File: config.mk
export PLATFORM = sky130hd
export DESIGN_NAME = fetch_unit_flat
export DESIGN_NICKNAME = d
export VERILOG_FILES = /design/src/rtl/fetch_pkg.sv /design/src/rtl/fetch_unit_if.sv /design/src/rtl/fetch_unit.sv /design/src/flat_wrapper.sv
export SDC_FILE = /design/constraint.sdc
export NUM_CORES = 1
export LEC_CHECK = 0
export CAP_MARGIN = 20
export CORE_ASPECT_RATIO = 1.4
export CORE_MARGIN = 5
export CORE_UTILIZATION = 45
export DETAILED_ROUTE_END_ITERATION = 10
export MAX_ROUTING_LAYER = met4
export PLACE_DENSITY = 0.75
export RECOVER_POWER = 50
export SETUP_SLACK_MARGIN = 0.4
export SLEW_MARGIN = 0
export SYNTH_ARGS = -nofsm -noshare
export SYNTH_HDL_FRONTEND = slang
export SYNTH_SLANG_ARGS = --single-unit
export TNS_END_PERCENT = 10
File: constraint.sdc
create_clock -name clk -period 3.41 [get_ports clk]
set_input_delay 0.8525 -clock clk [delete_from_list [all_inputs] [get_ports clk]]
set_output_delay 0.8525 -clock clk [all_outputs]
set_load 0.01 [all_outputs]
File: src/rtl/fetch_pkg.sv
// Shared types and constants for the instruction fetch stage.
package fetch_pkg;

  typedef enum logic [1:0] {
    REQ  = 2'd0,
    WAIT = 2'd1,
    HOLD = 2'd2
  } fetch_state_e;

  localparam logic [31:0] RESET_PC_DFLT = 32'h0000_0000;
  localparam logic [31:0] BUBBLE_DFLT   = 32'h0000_0000;
  localparam logic [31:0] PC_INC        = 32'd4;

endpackage

File: src/rtl/fetch_unit_if.sv
// Instruction-memory request/response handshake between the fetch stage and memory.
interface fetch_unit_if;

  logic        out_imem_req;
  logic [31:0] out_imem_addr;
  logic        in_imem_ready;
  logic        in_imem_valid;
  logic [31:0] in_imem_data;

  modport master (
    output out_imem_req,
    output out_imem_addr,
    input  in_imem_ready,
    input  in_imem_valid,
    input  in_imem_data
  );

  modport slave (
    input  out_imem_req,
    input  out_imem_addr,
    output in_imem_ready,
    output in_imem_valid,
    output in_imem_data
  );

endinterface

File: src/rtl/fetch_unit.sv
// Fetch stage: one outstanding imem request, skid slot for stalled delivery,
// redirect flushes the output and kills any wrong-path response in flight.
module fetch_unit
  import fetch_pkg::*;
#(
  parameter logic [31:0] RESET_PC = RESET_PC_DFLT,
  parameter logic [31:0] BUBBLE   = BUBBLE_DFLT
) (
  input  logic                clk,
  input  logic                reset,
  input  logic                in_stall,
  input  logic                in_redirect,
  input  logic [31:0]         in_redirect_PC,
  fetch_unit_if.master        imem,
  output logic [31:0]         out_instruction,
  output logic [31:0]         out_PC,
  output logic                out_valid
);

  fetch_state_e r_state;
  logic [31:0]  r_pc;
  logic [31:0]  r_req_pc;
  logic         r_kill;
  logic [31:0]  r_skid_instr;
  logic [31:0]  r_skid_pc;
  logic [31:0]  r_out_instr;
  logic [31:0]  r_out_pc;
  logic         r_out_valid;

  logic w_accept;
  logic w_resp;
  logic w_slot_free;

  assign imem.out_imem_req  = (r_state == REQ) && !reset;
  assign imem.out_imem_addr = r_pc;

  assign w_accept    = (r_state == REQ) && imem.in_imem_ready;
  assign w_resp      = (r_state == WAIT) && imem.in_imem_valid;
  // The slot can take a new instruction unless it holds one IF/ID is not consuming.
  assign w_slot_free = !r_out_valid || !in_stall;

  always_ff @(posedge clk) begin
    if (reset) begin
      r_state      <= REQ;
      r_pc         <= RESET_PC;
      r_req_pc     <= RESET_PC;
      r_kill       <= 1'b0;
      r_skid_instr <= BUBBLE;
      r_skid_pc    <= '0;
      r_out_instr  <= BUBBLE;
      r_out_pc     <= '0;
      r_out_valid  <= 1'b0;
    end else if (in_redirect) begin
      r_pc         <= in_redirect_PC;
      r_out_instr  <= BUBBLE;
      r_out_pc     <= '0;
      r_out_valid  <= 1'b0;
      r_skid_instr <= BUBBLE;
      r_skid_pc    <= '0;
      r_state      <= REQ;
      r_kill       <= 1'b0;
      // A request still in flight after this edge belongs to the wrong path.
      if (w_accept || ((r_state == WAIT) && !imem.in_imem_valid)) begin
        r_kill  <= 1'b1;
        r_state <= WAIT;
      end
    end else begin
      if (!in_stall) begin
        r_out_instr <= BUBBLE;
        r_out_pc    <= '0;
        r_out_valid <= 1'b0;
      end
      unique case (r_state)
        REQ: begin
          if (w_accept) begin
            r_req_pc <= r_pc;
            r_pc     <= r_pc + PC_INC;
            r_state  <= WAIT;
          end
        end
        WAIT: begin
          if (w_resp) begin
            r_kill  <= 1'b0;
            r_state <= REQ;
            if (!r_kill) begin
              if (w_slot_free) begin
                r_out_instr <= imem.in_imem_data;
                r_out_pc    <= r_req_pc;
                r_out_valid <= 1'b1;
              end else begin
                r_skid_instr <= imem.in_imem_data;
                r_skid_pc    <= r_req_pc;
                r_state      <= HOLD;
              end
            end
          end
        end
        HOLD: begin
          if (!in_stall) begin
            r_out_instr  <= r_skid_instr;
            r_out_pc     <= r_skid_pc;
            r_out_valid  <= 1'b1;
            r_skid_instr <= BUBBLE;
            r_skid_pc    <= '0;
            r_state      <= REQ;
          end
        end
        default: r_state <= REQ;
      endcase
    end
  end

  assign out_instruction = r_out_instr;
  assign out_PC          = r_out_pc;
  assign out_valid       = r_out_valid;

endmodule
File: src/flat_wrapper.sv
// flat-port wrapper written by rule: the top's interface ports become plain ports
module fetch_unit_flat import fetch_pkg::*;
#(
  parameter logic [31:0] RESET_PC = RESET_PC_DFLT,
  parameter logic [31:0] BUBBLE   = BUBBLE_DFLT
)
  (clk, reset, in_stall, in_redirect, in_redirect_PC, out_instruction, out_PC, out_valid, imem_out_imem_req, imem_out_imem_addr, imem_in_imem_ready, imem_in_imem_valid, imem_in_imem_data);
  fetch_unit_if imem_i ();
  input  logic clk;
  input  logic reset;
  input  logic in_stall;
  input  logic in_redirect;
  input  logic [31:0] in_redirect_PC;
  output logic [31:0] out_instruction;
  output logic [31:0] out_PC;
  output logic out_valid;
  output wire logic [$bits(imem_i.out_imem_req)-1:0] imem_out_imem_req;
  output wire logic [$bits(imem_i.out_imem_addr)-1:0] imem_out_imem_addr;
  input wire logic [$bits(imem_i.in_imem_ready)-1:0] imem_in_imem_ready;
  input wire logic [$bits(imem_i.in_imem_valid)-1:0] imem_in_imem_valid;
  input wire logic [$bits(imem_i.in_imem_data)-1:0] imem_in_imem_data;
  assign imem_out_imem_req = imem_i.out_imem_req;
  assign imem_out_imem_addr = imem_i.out_imem_addr;
  assign imem_i.in_imem_ready = imem_in_imem_ready;
  assign imem_i.in_imem_valid = imem_in_imem_valid;
  assign imem_i.in_imem_data = imem_in_imem_data;
  fetch_unit #(.RESET_PC(RESET_PC), .BUBBLE(BUBBLE)) u_core (.clk(clk), .reset(reset), .in_stall(in_stall), .in_redirect(in_redirect), .in_redirect_PC(in_redirect_PC), .imem(imem_i), .out_instruction(out_instruction), .out_PC(out_PC), .out_valid(out_valid));
endmodule
==> out/qor.yml, run 1 <==
remaining_drc_errors: 0
std_cell_rows: 61
slew-limit-headroom_pct: -1.361
synth.avg_cell_area_sq_um: 7.898
timing.final.crit_period_ns: 2.894
finish.cell_count_without_fillers: 1502
cts_made_buffers: 17
skew_ns: 0.007131
core_area_sq_um: 19770
clk_pin_slew_ns: 0.07
timing.critical_path.to_type: "flop"
ys_seq_area_share_pct: 43.81
cts.root.buffer_cell: "clkbuf_16"
r2r.worst_path.cells: 6
detail_route.iter0.violations: 565
gpl.final_weighted_congestion: 0.8576
grt_pass1_vias: 8080
post_cts_resized: 0
max_frequency_mhz: 345.6
drive_gt1_share_pct: 4.964
asyncSetResetFlopFracSynth_pct: 0
failing_checks: "slew limit"
detailedPlacementHpwl_mm: 15.64
cts.htree.levels: 4
power.density_nw_per_um2: 431.8
via_count: 8457
worst_pin_slew_ns: 1.520
final.setup.worst_slack_ns: 0.5162
whs_path_depth: 2
timing.final.setup_violations: 0
max-cap-violations: 0
grt_pass1_wl_mm: 40.51
fp.dieH_um: 176.9
grtUsageTotal_pct: 21.97
synth_fp_nets: 1208
yosys_warnings: 0
p_total_mw: 4.882
post_cts_buffers: 0
die_area_sq_um: 22860
io_buffers: 167
reg2reg_setup_slack_ns: 1.04
yosys_reg_bits: 196
power.leakage_nw: 3.786
dr.pass1.iters: 5
boundaryPins: 168
antenna_found_initial: 1
postRouteWirelength_mm: 24.59
postSynthCellCount: 1134
min_delay_startpoint: "u_core.r_skid_instr[0]"
synth_enable_flop_cells: 0
post_cts_hold_buffer_count: 0
status: "complete, but fails checks"
finished_core_util_pct: 57.20
timing.final.hold_violations: 0
cts-root-to-sink-buffers: 2
critPathArrivalTime_ns: 3.14
syn-cell-area_sq_um: 8956
r2r-end: "u_core.out_valid"
worst_r2r_startpoint: "u_core.r_state[1]"
yosys.cell_types.count: 46
min_delay_worst_type: "flop to flop"
setup_cp_type: "input port to flop"
most_used_flip_flop_cell_after_synthesis: "dfxtp_1"
crit_required_ns: 3.66
netlist.top_cell.by_area: "dfxtp_1"
synth.cells.most_frequent: "dfxtp_1 (196), nand2_1 (145), inv_1 (142)"
placed_cells_incl_taps: 1469
synthToLayoutAreaGrowth_pct: 26.25
holdPathEnd: "u_core.r_skid_instr[0]"
synth_top_area_cells: "dfxtp_1 (44%), a32oi_1 (6.3%), o32ai_1 (6.3%)"
grt_setup_unrepaired: "no"
yosys.cell_count.top_type: "dfxtp_1"
tritoncts_num_sinks: 196
ant_nets: 0
avgRoutedWirePerCell_um: 16.37
clkLatencyLatePin_ns: 0.43
tritoncts: "done"
vias_per_cell: 5.630
final.setup.tns_ns: 0
starting_density_pct: 45.31
placement.setup.worst_slack_ns: 0.4121
synthDominantCellAreaShare_pct: 43.81
min_period_over_period_pct: 84.86
nets: 1310
ir_worst_vdd_mv: 0.3071
grt_start_max_net_pins: 130
grt_overflow_total: 0
die_width_um: 129.2
timing.final.max_slew_violations: 82
path_max_fanout: 129
cp-start-kind: "input port"
[routing by layer]
metal	part of all wire, %	GRT usage, %	wire length, um	vias to the layer above
met5	0	-	0	-
met4	2.6	7.399	628	0
met3	5.1	3.563	1253	40
met2	49	35.55	12080	279
met1	43	27.91	10630	3952
li1	-	-	-	4186
[how the worst max path moves through the flow]
stage                             startpoint  slack, ns                            end
after floorplan                     in_stall       1.09        u_core.r_skid_instr[27]
after global routing             in_redirect       0.43      u_core.out_instruction[4]
final                            in_redirect       0.52      u_core.out_instruction[4]
after global placement    imem_in_imem_ready       0.45  u_core.imem.out_imem_addr[20]
after CTS                  u_core.r_state[0]       0.66              imem_out_imem_req
after detailed placement  imem_in_imem_ready       0.41  u_core.imem.out_imem_addr[24]
[kinds of logic after synthesis]
logic type      Yosys count  synth area share [%]
buf+inv                 248                 10.48
fa+ha+maj                 4                0.5588
xor+xnor                 11                 1.076
flops                   196                 43.81
simple gates            389                 20.89
mux                       3                0.3353
compound gates          283                 22.86
[sequential cells by signal (all words and copies together) (netlist names)]
name                       cells
u_core.out_valid               1
u_core.r_state                 2
u_core.r_kill                  1
u_core.r_req_pc               32
u_core.r_skid_pc              32
u_core.r_skid_instr           32
u_core.imem.out_imem_addr     32
u_core.out_PC                 32
u_core.out_instruction        32
[final cells by class]
class                           count  area (sq um)
Antenna cell                        1         2.502
Clock buffer                       19         432.9
Clock inverter                     13         158.9
Fill cell                        1821          8461
Inverter                          142         533.0
Multi-Input combinational cell    690          4105
Sequential cell                   196          3924
Tap cell                          252         315.3
Timing Repair Buffer              189          1836
[report_power, final]
part	total, mW	switching [mW]	leakage (nW)	internal [mW]
clock	2.03	0.873	0.283	1.15
combinational	0.466	0.268	1.91	0.197
sequential	2.39	0.0583	1.59	2.33
total	4.88	1.20	3.79	3.68
[stage by stage]
step | instance area, sq um | hold slack (ns)
3_5_place_dp | 10750 | 0.4429
5_1_grt | 11310 | 0.4662
4_1_cts | 11340 | 0.4525
3_3_place_gp | 10750 | 0.4374
6_report | 11310 | 0.4505
2_1_floorplan | 8956 | 0.4319
[cell usage in the layout, fill, tap and decap left out, types with 64 or more instances in the layout]
cell / n
or3_1: 69
inv_1: 142
a32oi_1: 64
o32ai_1: 64
dfxtp_1: 196
a21oi_1: 102
dlygate4sd3_1: 76
nand2_1: 145
nor2_1: 97
clkdlybuf4s50_1: 89
[critical path: stages]
cell and delay, ns:
dlygate4sd3_1 0.75, or2_2 0.19, clkbuf_4 1.03, nor2_1 0.14
(Power assumes the default switching activity.)
==> run 2: changes to the inputs <==
PLACE_DENSITY = 0.78   (was 0.75)
clock period = 2.43 ns   (was 3.41 ns; I/O delays follow)
==> out/qor.yml, run 2 (synthesized netlist as in run 1, its figures left out) <==
timing.final.setup_violations: 0
die_area_sq_um: 22860
detailedPlacementHpwl_mm: 16.50
gpl.final_weighted_congestion: 0.8481
grt_overflow_total: 0
status: "completed"
grt_pass1_wl_mm: 41.08
p_int_mw: 5.127
fp.dieH_um: 176.9
timing.final.max_slew_violations: 0
std_cell_rows: 61
final.fill_count: 1731
path_max_fanout: 43
postRouteWirelength_mm: 26.75
remaining_drc_errors: 0
ant_nets: 0
boundaryPins: 168
ir_worst_vdd_mv: 0.4481
crit_required_ns: 2.80
tritoncts_num_sinks: 196
power.leakage_nw: 3.925
starting_density_pct: 45.31
tritoncts: "done"
detail_route.iter0.violations: 626
placedInstanceArea_sq_um: 11010
synthToLayoutAreaGrowth_pct: 32.15
via_count: 8738
setup_cp_type: "flop to flop"
pwr-share-seq_pct: 48.9
cts.htree.levels: 4
grtUsageTotal_pct: 22.46
skew_ns: 0.01011
die_width_um: 129.2
slew-limit-headroom_pct: 33.01
core_area_sq_um: 19770
antenna_found_initial: 1
vias_per_cell: 5.700
cts-root-to-sink-buffers: 2
critPathArrivalTime_ns: 2.54
power_frac_clock_pct: 40.6
avgRoutedWirePerCell_um: 17.45
cts.root.buffer_cell: "clkbuf_16"
mostFrequentLayoutCells: "dfxtp_1 (187), nand2_1 (145), inv_1 (140), clkdlybuf4s50_1 (133), nor2_1 (96)"
finish.cell_count_without_fillers: 1533
switching_power_mw: 1.718
timing.final.hold_violations: 0
netSwitchingFraction_pct: 25.10
nets: 1341
grt_start_max_net_pins: 88
placement.setup.worst_slack_ns: -0.1083
max-cap-violations: 0
drive_gt1_share_pct: 9.297
clkLatencyLatePin_ns: 0.43
io_buffers: 167
pwr-share-comb_pct: 10.5
dr.pass1.iters: 8
p_total_mw: 6.845
multiInputGateArea_sq_um: 4202
grt_setup_unrepaired: "yes"
power.density_nw_per_um2: 578.3
clk_pin_slew_ns: 0.07
seqCellArea_sq_um: 3935
timing.final.crit_period_ns: 2.174
cts_made_buffers: 17
layout.cells.most_common: "dfxtp_1"
final.setup.worst_slack_ns: 0.2562
cp-start-kind: "flop"
min_delay_worst_type: "flop to flop"
min_period_over_period_pct: 89.46
max_frequency_mhz: 460.0
postLayoutCellArea_sq_um: 11840
worst_pin_slew_ns: 1.005
timing.critical_path.to_type: "flop"
placed_cells_incl_taps: 1493
grt_pass1_vias: 8167
run 2: layer usage:
metal	GRT usage, %	routed length, um
met1	27.99	11100
met2	36.05	13300
met3	3.261	1516
met4	9.982	828
met5	-	0
run 2: final cells by class:
class	count	share of cell area, %
antenna	1	0.02114
clock inverter	13	1.121
tap	252	2.664
timing repair buffer	220	19.20
multi-input combinational	690	35.50
sequential	196	33.25
clock buffer	19	3.742
inverter	142	4.504
run 2: worst max-delay path, cell delays in order (launching register included):
cell and delay [ns]:
dfxtp_1 0.36, inv_2 0.10, ha_1 0.33, nand2b_1 0.12
o32a_4 0.48, clkbuf_16 0.27, or3_1 0.32, a21oi_1 0.14
run 2: worst paths after layout:
kind / start / endpoint / slack, ns / cells past startpoint
setup / recovery: u_core.r_state[1] / u_core.r_skid_instr[14] / 0.26 / 7
hold reg to reg: u_core.r_skid_instr[24] / u_core.r_skid_instr[24] / 0.45 / 2
hold / removal: u_core.r_skid_instr[24] / u_core.r_skid_instr[24] / 0.45 / 2
setup reg to reg: u_core.r_state[1] / u_core.r_skid_instr[14] / 0.26 / 7
run 2: power by group through the flow:
stage,registers [mW],clock network (mW),logic [mW]
after floorplan,3.42,0,0.339
after global placement,3.41,0,0.708
after detailed placement,3.41,0,0.715
after CTS,3.34,2.82,0.721
after global routing,3.35,2.94,0.780
final,3.35,2.78,0.722
run 2: stage by stage:
stage               utilization (%)  hold WS, ns  setup TNS, ns
finish                        59.87       0.4508              0
global route                  59.87       0.4611              0
CTS                           58.69       0.4524              0
detailed placement            55.72       0.4429         -7.006
global placement              55.72       0.4363         -2.435
floorplan                         -       0.4319              0
run 2: repair_timing:
action,in CTS,in global routing
buffers inserted,0,1
setup endpoints to repair,103,174
hold buffers,0,0
gates resized for setup,13,33
gates cloned,0,6
pin swaps,0,2
